### src/rtl/led_pkg.sv
// Shared types and widths for the LED pattern controller.
package led_pkg;

    localparam int unsigned CFG_VAL_W = 16;
    localparam int unsigned PWM_W     = 8;
    localparam int unsigned MODE_W    = 2;
    localparam int unsigned CH_W      = 4;

    typedef enum logic [MODE_W-1:0] {
        OFF   = 2'd0,
        ON    = 2'd1,
        BLINK = 2'd2,
        PWM   = 2'd3
    } led_mode_e;

    // Per-channel configuration payload held by each channel.
    typedef struct packed {
        led_mode_e            mode;
        logic [CFG_VAL_W-1:0] val;
    } led_cfg_t;

    // A blink half-period of zero behaves as one millisecond.
    function automatic logic [CFG_VAL_W-1:0] eff_period(input logic [CFG_VAL_W-1:0] v);
        return (v == '0) ? CFG_VAL_W'(1) : v;
    endfunction

endpackage

### src/rtl/led_tick_gen.sv
// Millisecond prescaler: counts 0..CLK_HZ/1000-1 and flags the last count
// with a registered one-cycle tick.
module led_tick_gen #(
    parameter int unsigned CLK_HZ = 50_000_000
) (
    input  logic clk_i,
    input  logic rst_i,
    output logic tick_ms_o
);

    localparam int unsigned DIV   = CLK_HZ / 1000;
    localparam int unsigned CNT_W = (DIV > 1) ? $clog2(DIV) : 1;
    localparam logic [CNT_W-1:0] LAST = CNT_W'(DIV - 1);

    logic [CNT_W-1:0] cnt_q, cnt_d;
    logic             tick_q, tick_d;

    // Tick is registered alongside the count so it is high exactly while cnt_q == LAST.
    always_comb begin
        cnt_d  = cnt_q;
        tick_d = 1'b0;
        if (cnt_q == LAST) begin
            cnt_d = '0;
        end else begin
            cnt_d = cnt_q + CNT_W'(1);
        end
        tick_d = (cnt_d == LAST);
    end

    always_ff @(posedge clk_i or posedge rst_i) begin
        if (rst_i) begin
            cnt_q  <= '0;
            tick_q <= 1'b0;
        end else begin
            cnt_q  <= cnt_d;
            tick_q <= tick_d;
        end
    end

    assign tick_ms_o = tick_q;

endmodule

### src/rtl/led_pattern_ctrl.sv
// Multi-channel LED driver: per-channel OFF/ON/BLINK/PWM patterns with a
// shared ms tick and PWM counter, configured through a single write port.
module led_pattern_ctrl
    import led_pkg::*;
#(
    parameter int unsigned CLK_HZ         = 50_000_000,
    parameter int unsigned N_LED          = 4,
    parameter int unsigned DEF_PERIOD_MS  = 1000,
    parameter bit          LED_ACTIVE_LOW = 1'b0
) (
    input  logic                 FPGA_CLK,
    input  logic                 FPGA_RST,
    input  logic                 cfg_wr,
    input  logic [CH_W-1:0]      cfg_ch,
    input  logic [MODE_W-1:0]    cfg_mode,
    input  logic [CFG_VAL_W-1:0] cfg_val,
    output logic                 tick_ms,
    output logic [N_LED-1:0]     F_LED
);

    localparam int unsigned CHK_W = CH_W + 1;
    localparam logic [N_LED-1:0] LED_POL = {N_LED{LED_ACTIVE_LOW}};

    logic             tick_c;
    logic             cfg_hit_c;
    logic [PWM_W-1:0] pwm_q, pwm_d;
    logic [N_LED-1:0] state_c;
    logic [N_LED-1:0] led_q, led_d;

    led_tick_gen #(
        .CLK_HZ (CLK_HZ)
    ) u_tick (
        .clk_i     (FPGA_CLK),
        .rst_i     (FPGA_RST),
        .tick_ms_o (tick_c)
    );

    // Extra bit on the compare keeps N_LED = 16 from aliasing to zero.
    assign cfg_hit_c = cfg_wr && ({1'b0, cfg_ch} < CHK_W'(N_LED));

    always_comb begin
        pwm_d = pwm_q + PWM_W'(1);
    end

    always_ff @(posedge FPGA_CLK or posedge FPGA_RST) begin
        if (FPGA_RST) begin
            pwm_q <= '0;
        end else begin
            pwm_q <= pwm_d;
        end
    end

    for (genvar i = 0; i < int'(N_LED); i++) begin : g_ch
        led_cfg_t             cfg_q, cfg_d;
        logic [CFG_VAL_W-1:0] ms_q, ms_d;
        logic                 st_q, st_d;
        logic                 sel_c;

        assign sel_c = cfg_hit_c && (cfg_ch == CH_W'(i));

        // A write wins over a same-cycle tick; the tick is simply lost for this channel.
        always_comb begin
            cfg_d = cfg_q;
            ms_d  = ms_q;
            st_d  = st_q;
            if (sel_c) begin
                cfg_d.mode = led_mode_e'(cfg_mode);
                cfg_d.val  = cfg_val;
                ms_d       = '0;
                st_d       = 1'b0;
            end else begin
                case (cfg_q.mode)
                    OFF: st_d = 1'b0;
                    ON:  st_d = 1'b1;
                    BLINK: begin
                        if (tick_c) begin
                            if (ms_q == eff_period(cfg_q.val) - CFG_VAL_W'(1)) begin
                                st_d = ~st_q;
                                ms_d = '0;
                            end else begin
                                ms_d = ms_q + CFG_VAL_W'(1);
                            end
                        end
                    end
                    PWM:     st_d = (pwm_q < cfg_q.val[PWM_W-1:0]);
                    default: st_d = 1'b0;
                endcase
            end
        end

        always_ff @(posedge FPGA_CLK or posedge FPGA_RST) begin
            if (FPGA_RST) begin
                cfg_q.mode <= BLINK;
                cfg_q.val  <= CFG_VAL_W'(DEF_PERIOD_MS);
                ms_q       <= '0;
                st_q       <= 1'b0;
            end else begin
                cfg_q <= cfg_d;
                ms_q  <= ms_d;
                st_q  <= st_d;
            end
        end

        assign state_c[i] = st_q;
    end

    always_comb begin
        led_d = state_c ^ LED_POL;
    end

    always_ff @(posedge FPGA_CLK or posedge FPGA_RST) begin
        if (FPGA_RST) begin
            led_q <= LED_POL;
        end else begin
            led_q <= led_d;
        end
    end

    assign tick_ms = tick_c;
    assign F_LED   = led_q;

endmodule
### config.mk
export PLATFORM = sky130hd
export DESIGN_NAME = led_pattern_ctrl
export DESIGN_NICKNAME = d
export VERILOG_FILES = /design/src/rtl/led_pkg.sv /design/src/rtl/led_tick_gen.sv /design/src/rtl/led_pattern_ctrl.sv
export SDC_FILE = /design/constraint.sdc
export NUM_CORES = 1
export LEC_CHECK = 0
export ABC_AREA = 0
export ABC_CLOCK_PERIOD_IN_PS = 8340
export CAP_MARGIN = 0
export CORE_ASPECT_RATIO = 1.5
export CORE_MARGIN = 1
export CORE_UTILIZATION = 30
export CTS_CLUSTER_DIAMETER = 80
export DETAILED_ROUTE_END_ITERATION = 12
export GPL_TIMING_DRIVEN = 0
export PLACE_DENSITY = 0.51
export SLEW_MARGIN = 25
export SYNTH_ARGS = -nofsm -noshare
export SYNTH_HDL_FRONTEND = slang
export SYNTH_SLANG_ARGS = --single-unit
### constraint.sdc
create_clock -name FPGA_CLK -period 8.34 [get_ports FPGA_CLK]
set_input_delay 2.502 -clock FPGA_CLK [delete_from_list [all_inputs] [get_ports FPGA_CLK]]
set_output_delay 2.502 -clock FPGA_CLK [all_outputs]
set_load 0.02 [all_outputs]
==> flow_summary_export.csv <==
group,metric,value,unit
run_status,outcome,"finished, final reports clean",
cts,cts_tree,"done",
die,coreArea,35000,um2
cells_and_area,drive_above_1_share,0.08217,
cts,clock-root-buffer,"clkbuf_16",
cells_and_area,final_nets,1341,
global_route,grt_max_degree,90,
sta,fin_ws,3702,ps
place,gp_congestion,0.8056,
sta,holdWs,414.0,ps
synth,yosys_warnings,0,
synth,synth_largest_area_cell,"dfrtp_1",
cells_and_area,diodes,0,
synth,synth.area.top_cells,"dfrtp_1 33%, nand2_1 7.4%, dfstp_2 6.9%",
cts,clock_latency,450,ps
detailed_routing,first_pass_iters,5,
power_and_ir_drop,finalPower,2.627,mW
detailed_routing,wl,29.30,mm
die,die_h,232.5,um
sta,slew_violations,0,
sta,min_period,4638,ps
detailed_routing,dr_total_vias,8888,
die,die_x,155.7,um
place,post-place-ws,3280,ps
place,port_buffers,28,
cells_and_area,layout.cells.non_filler,1763,
cts,cts.reportedPaths.clkPinSlew,70,ps
synth,synth_common_cells,"210 x nand2_1, 141 x dfrtp_1, 104 x nor2_1, 65 x xor2_1, 61 x nand3_1",
sta,tns,0,ps
sta,worst_pin_slew,910.1,ps
die,placementRows,84,
sta,setup_violations,0,
power_and_ir_drop,peakVddDrop,0.1518,mV
worst_setup_path,end_kind,"flip-flop",
synth,synth_most_common_cell,"nand2_1",
synth,synth-seq-cells,169,
place,dp_hpwl,21.52,mm
synth,syn_inst,1229,
sta,skew,10.02,ps
worst_setup_path,cp_data_required_time,8670,ps
sta,finalHoldViolCount,0,
synth,synthesis.area,10630,um2
global_route,grt_overflow,0,
global_route,antenna_found_initial,0,
place,placed_cells,1731,
worst_setup_path,cp.arrival,4970,ps
synth,async_reset_ff_frac,1.000,
synth,ys_seq_area_frac,0.4012,
synth,ys_types,61,
worst_setup_path,rr_worst_depth,13,
die,die_area,36200,um2
cells_and_area,multiInputGateArea,6028,um2
detailed_routing,drt_iter0_drc,440,
worst_setup_path,critPathMaxFanout,10,
cts,htreeDepth,4,
cts,cts_hold_buffers,0,
die,num_io_pins,30,
detailed_routing,avgRoutedWirePerCell,16.62,um
cts,cts_setup_buffers,0,
sta,period_share,0.5561,
global_route,grt_usage,0.1709,
synth,yosys_most_used_dff,"dfrtp_1",
cts,cts_buffer_depth,2,
power_and_ir_drop,p_per_area,216.2,nW/um2
synth,synth.avg_cell_area,8.648,um2
cells_and_area,regArea,4264,um2
sta,max-slew-margin-rel,0.3921,
cts,cts_sinks,169,
detailed_routing,drc,0,
cells_and_area,fin_area,12150,um2
global_route,grt_pass1_wl,47.46,mm
cts,numCtsBuffers,17,
cells_and_area,synthToLayoutAreaGrowth,14.31,%
sta,grt_setup_unrepaired,"no",
detailed_routing,vias_per_cell,5.041,
worst_hold_path,hp-class,"reg -> reg",
detailed_routing,ant_nets,0,
synth,synth_edf_count,0,
worst_setup_path,start_kind,"flip-flop",
die,initial_utilization,0.3037,
cells_and_area,post-route-util,0.3472,
synth,yosysTopAreaCellShare,0.3320,
cts,post_cts_resized,0,
job,maxCapViolations,0,
sta,max_freq,0.2156,GHz
power_and_ir_drop,p_leak,5.251,nW
synth,syn-num-nets,1293,
global_route,first_global_vias,9005,
cells_and_area,fillers,3614,
worst_setup_path,worst-setup-path-type,"reg -> reg",
worst_setup_path,reg2reg_slack,3700,ps
worst_hold_path,holdPathStages,0,
place,place_area,11540,um2
[worst max-delay path, cell delays in order, from the launching register on]
cell,delay (ps)
dfstp_2,610
nor4_2,120
and3_1,230
a31oi_1,260
ha_1,230
nor3b_1,710
nand3_1,310
or3b_2,530
a31oi_1,200
o22ai_1,110
nor4_1,550
a21o_1,330
buf_2,250
nor2_1,80
[worst paths after layout]
check                                      start               end
worst max register to register  g_ch[1].cfg_q[6]  g_ch[1].ms_q[10]
max in group asynchronous               FPGA_RST  g_ch[2].cfg_q[8]
worst min register to register      g_ch[0].st_q          F_LED[0]
worst max-delay path            g_ch[1].cfg_q[6]  g_ch[1].ms_q[10]
worst min-delay path                g_ch[0].st_q          F_LED[0]
min in group asynchronous               FPGA_RST   g_ch[3].ms_q[9]
[layout by cell type, fill, tap and decap left out, types with 9 or more instances in the layout]
cell type and n:
o31ai_1 10, ha_1 39, clkbuf_1 45, nor4_1 19
xnor2_1 55, a31oi_1 10, nor2_1 104, clkdlybuf4s50_1 28
or3_1 21, mux2_2 16, dfstp_2 28, a21o_1 34
nor3_1 23, clkbuf_16 17, nand2b_1 14, a21oi_1 45
nand3_1 61, xor2_1 65, nand4_1 19, nor2b_1 9
nand2_1 210, inv_1 46, dfrtp_1 141, and3_1 24
or4_1 14, o21ai_0 47
[power breakdown]
group	switching, mW	internal (mW)
logic	0.361	0.303
registers	0.170	0.970
clock network	0.376	0.447
total	0.907	1.72
[state kept, by name, indices dropped and copies added, names as in the netlist]
register,cells
g_ch.cfg_q,72
u_tick.cnt_q,16
F_LED,4
g_ch.st_q,4
pwm_q,8
g_ch.ms_q,64
u_tick.tick_ms_o,1
[final cells by class]
class / instances / area share
multi-input cells: 965 / 0.4961
flip-flops and latches: 169 / 0.3509
well taps: 473 / 0.04871
clock buffers: 17 / 0.03501
repair buffers: 29 / 0.02533
plain buffers: 48 / 0.01514
inverters: 47 / 0.01514
clock inverters: 15 / 0.01359
[cell families after synthesis]
kind of cell | Yosys count | synth area share
compound gates | 204 | 0.1264
xor+xnor | 120 | 0.09888
fa+ha+maj | 39 | 0.04591
buf+inv | 95 | 0.03390
flops | 169 | 0.4012
mux | 25 | 0.02590
simple gates | 577 | 0.2678
[routing by layer]
metal | vias to the layer above | global-route usage | part of all wire
li1 | 4407 | - | -
met1 | 4298 | 0.1975 | 0.43
met2 | 138 | 0.3056 | 0.51
met3 | 45 | 0.02999 | 0.027
met4 | 0 | 0.07567 | 0.034
met5 | - | 0 | 0
(Power assumes the default switching activity.)
==> edit (config.mk and constraints unchanged) <==
Register the inputs `cfg_wr`, `cfg_ch`, `cfg_mode` and `cfg_val` before use, cleared by the reset. The logic sees them one clock later.
--- a/src/rtl/led_pattern_ctrl.sv
+++ b/src/rtl/led_pattern_ctrl.sv
@@ -23,2 +23,21 @@
 
+    logic cfg_wr_q;
+    logic [CH_W-1:0] cfg_ch_q;
+    logic [MODE_W-1:0] cfg_mode_q;
+    logic [CFG_VAL_W-1:0] cfg_val_q;
+
+    always_ff @(posedge FPGA_CLK or posedge FPGA_RST) begin
+        if (FPGA_RST) begin
+            cfg_wr_q   <= '0;
+            cfg_ch_q   <= '0;
+            cfg_mode_q <= '0;
+            cfg_val_q  <= '0;
+        end else begin
+            cfg_wr_q   <= cfg_wr;
+            cfg_ch_q   <= cfg_ch;
+            cfg_mode_q <= cfg_mode;
+            cfg_val_q  <= cfg_val;
+        end
+    end
+
     logic             tick_c;
@@ -38,3 +57,3 @@
     // Extra bit on the compare keeps N_LED = 16 from aliasing to zero.
-    assign cfg_hit_c = cfg_wr && ({1'b0, cfg_ch} < CHK_W'(N_LED));
+    assign cfg_hit_c = cfg_wr_q && ({1'b0, cfg_ch_q} < CHK_W'(N_LED));
 
@@ -58,3 +77,3 @@
 
-        assign sel_c = cfg_hit_c && (cfg_ch == CH_W'(i));
+        assign sel_c = cfg_hit_c && (cfg_ch_q == CH_W'(i));
 
@@ -66,4 +85,4 @@
             if (sel_c) begin
-                cfg_d.mode = led_mode_e'(cfg_mode);
-                cfg_d.val  = cfg_val;
+                cfg_d.mode = led_mode_e'(cfg_mode_q);
+                cfg_d.val  = cfg_val_q;
                 ms_d       = '0;
Check against the original RTL: not equivalent (Yosys sat finds a counterexample within 4 cycles, from zero or initial values and one cycle with FPGA_RST high).
==> edit against the original RTL <==
Clock power down 3.2%. Power is 0.95% lower. Routed wire length increased by 8.0%. Synthesized area grew 7.6%. Sequential cell count is 23 higher. Design area grew 6.5%. Worst setup slack better by 0.18 ns. Combinational power decreased by 6.6%. Critical endpoint is now g_ch[2].ms_q[6]$_DFFE_PP0P_. Highest routed layer unchanged.
==> edit: results (changes against the original RTL) <==
{
  "grt_first_pass_wirelength": {"value": 52100, "unit": "µm", "change": "+9.8%"},
  "largest_registers_in_the_final_layout": {"value": "g_ch.cfg_q (72), g_ch.ms_q (64)"},
  "drt-total-wl": {"value": 31600, "unit": "µm", "change": "+8.0%"},
  "ys_top_cells_by_count": {"value": "sky130_fd_sc_hd__nand2_1, sky130_fd_sc_hd__dfrtp_1, sky130_fd_sc_hd__nor2_1"},
  "number_of_nets_at_the_end_of_the_flow": {"value": 1367, "change": "+1.9%"},
  "drive_above_1_share": {"value": 9.27, "unit": "%", "change": "+1.1 points"},
  "syn_nets": {"value": 1317, "change": "+1.9%"},
  "routabilityCongestion": {"value": 0.852, "change": "+5.7%"},
  "via_per_inst": {"value": 5.22, "change": "+3.5%"},
  "cellInternalPower": {"value": 1.71, "unit": "mW", "change": "-0.35%"},
  "timing.rr.end": {"value": "g_ch[2].ms_q[6]$_DFFE_PP0P_"},
  "synth_unique_cells": {"value": 84, "change": "+38%"},
  "timing.critical_path.slowest_cell_delay": {"value": 0.49, "unit": "ns", "change": "-0.22 ns"},
  "post_cts.repair.setup_buffers": {"value": 0, "change": "unchanged"},
  "setup.worst_path.start": {"value": "g_ch[2].cfg_q[13]$_DFFE_PP0P_"},
  "pin_count_of_the_biggest_net_entering_global_routing": {"value": 89, "change": "-1.1%"},
  "io_buffers": {"value": 29, "change": "+3.6%"},
  "grt_pass1_vias": {"value": 9592, "change": "+6.5%"},
  "clock_skew": {"value": 0.00900, "unit": "ns", "change": "-0.00102 ns"},
  "worstHoldEndpoint": {"value": "F_LED[2]$_DFF_PP0_"},
  "timing.hold.worst.start": {"value": "g_ch[2].st_q$_DFFE_PP0P_"},
  "max-slew-margin-rel": {"value": 41.9, "unit": "%", "change": "+2.7 points"},
  "post-synth-top-area-fraction": {"value": 35.9, "unit": "%", "change": "+2.7 points"},
  "synth_sequential_area_ratio": {"value": 42.3, "unit": "%", "change": "+2.2 points"},
  "p_leak": {"value": 5.49, "unit": "nW", "change": "+4.5%"},
  "irDropWorstVdd": {"value": 0.161, "unit": "mV", "change": "+6.2%"},
  "initialDrtViolationCount": {"value": 370, "change": "-16%"},
  "hold_slack": {"value": 0.411, "unit": "ns", "change": "-0.00314 ns"},
  "result_of_the_run": {"value": "finished clean"},
  "yosys-top-cells-area": {"value": "sky130_fd_sc_hd__dfrtp_1, sky130_fd_sc_hd__dfstp_2, sky130_fd_sc_hd__nand2_1"},
  "grt.total_usage": {"value": 17.2, "unit": "%", "change": "+0.13 points"},
  "htree_num_levels": {"value": 4, "change": "unchanged"},
  "dp.final_hpwl": {"value": 23400, "unit": "µm", "change": "+8.9%"},
  "ff2ff_setup_slack": {"value": 3.88, "unit": "ns", "change": "+0.18 ns"}
}
edit: changes by cell type after synthesis, moves of 8 or more:
| cell | unedited run | this run |
|---|---|---|
| sky130_fd_sc_hd__nand2_1 | 210 | 175 |
| sky130_fd_sc_hd__nor2_1 | 104 | 95 |
| sky130_fd_sc_hd__nor4_1 | 22 | 11 |
| sky130_fd_sc_hd__a21o_1 | 34 | 17 |
| sky130_fd_sc_hd__dfrtp_1 | 141 | 164 |
| sky130_fd_sc_hd__a22o_1 | 5 | 14 |
| sky130_fd_sc_hd__nand4_1 | 19 | 28 |
| sky130_fd_sc_hd__and3_1 | 24 | 33 |
| sky130_fd_sc_hd__or3_1 | 21 | 12 |
| sky130_fd_sc_hd__xor2_1 | 65 | 42 |
| sky130_fd_sc_hd__nor2b_1 | 9 | 17 |
| sky130_fd_sc_hd__clkbuf_1 | 45 | 37 |
| sky130_fd_sc_hd__o21ai_0 | 47 | 66 |
edit: cell families (layout without fill, tap and decap cells):
kind of cell	after synthesis	count (layout)	share of synthesized area [%]
AND/OR/NAND/NOR	564	564	25.8
multiplexers	26	26	2.50
adder cells (fa/ha/maj)	39	39	4.27
buffers and inverters	96	159	3.26
AO/OA/AOI/OAI	232	232	13.8
XOR/XNOR	104	104	8.09
flip-flops	192	192	42.3
edit: metrics by stage:
step	instances	worst slack [ns]	TNS, ns	total power, mW	area, µm²
finish	1805	3.88	0	2.60	12900
global route	1805	3.58	0	2.76	12900
CTS	1805	3.85	0	2.63	12900
detailed placement	1773	3.98	0	1.82	12400
global placement	1771	-2.32	-379.72	1.81	12300
floorplan	1253	0.657	0	1.63	11400
edit: per-layer routing:
| layer | up-vias | GRT usage, % | share of wire (%) | routed length [µm] |
|---|---|---|---|---|
| met4 | 0 | 7.06 | 3.0 | 949 |
| met2 | 157 | 31.4 | 53 | 16600 |
| met5 | - | 0 | 0 | 0 |
| met1 | 4611 | 19.7 | 42 | 13100 |
| li1 | 4595 | - | - | - |
| met3 | 58 | 2.99 | 2.8 | 896 |
edit: power groups by stage:
stage | Sequential (mW) | Combinational [mW] | Clock [mW]
floorplan | 1.16 | 0.466 | 0
global placement | 1.20 | 0.607 | 0
detailed placement | 1.20 | 0.621 | 0
CTS | 1.19 | 0.624 | 0.822
global route | 1.20 | 0.698 | 0.857
finish | 1.19 | 0.620 | 0.797
edit: area by class of cell:
class	count	area, µm²
clock buffers	17	425
multi-input cells	965	6220
well taps	489	612
inverters	53	206
flip-flops and latches	192	4840
plain buffers	43	174
clock inverters	15	121
fillers	3852	24600
repair buffers	31	345
edit: worst register-to-register path: cells and delay by family (launching register included):
family	cells	cell delay [ns]
adders and majority gates	1	0.27
buffers and inverters	1	0.22
AOI/OAI and AO/OA	5	1.57
and+or+nand+nor	7	1.80
DFF	1	0.49
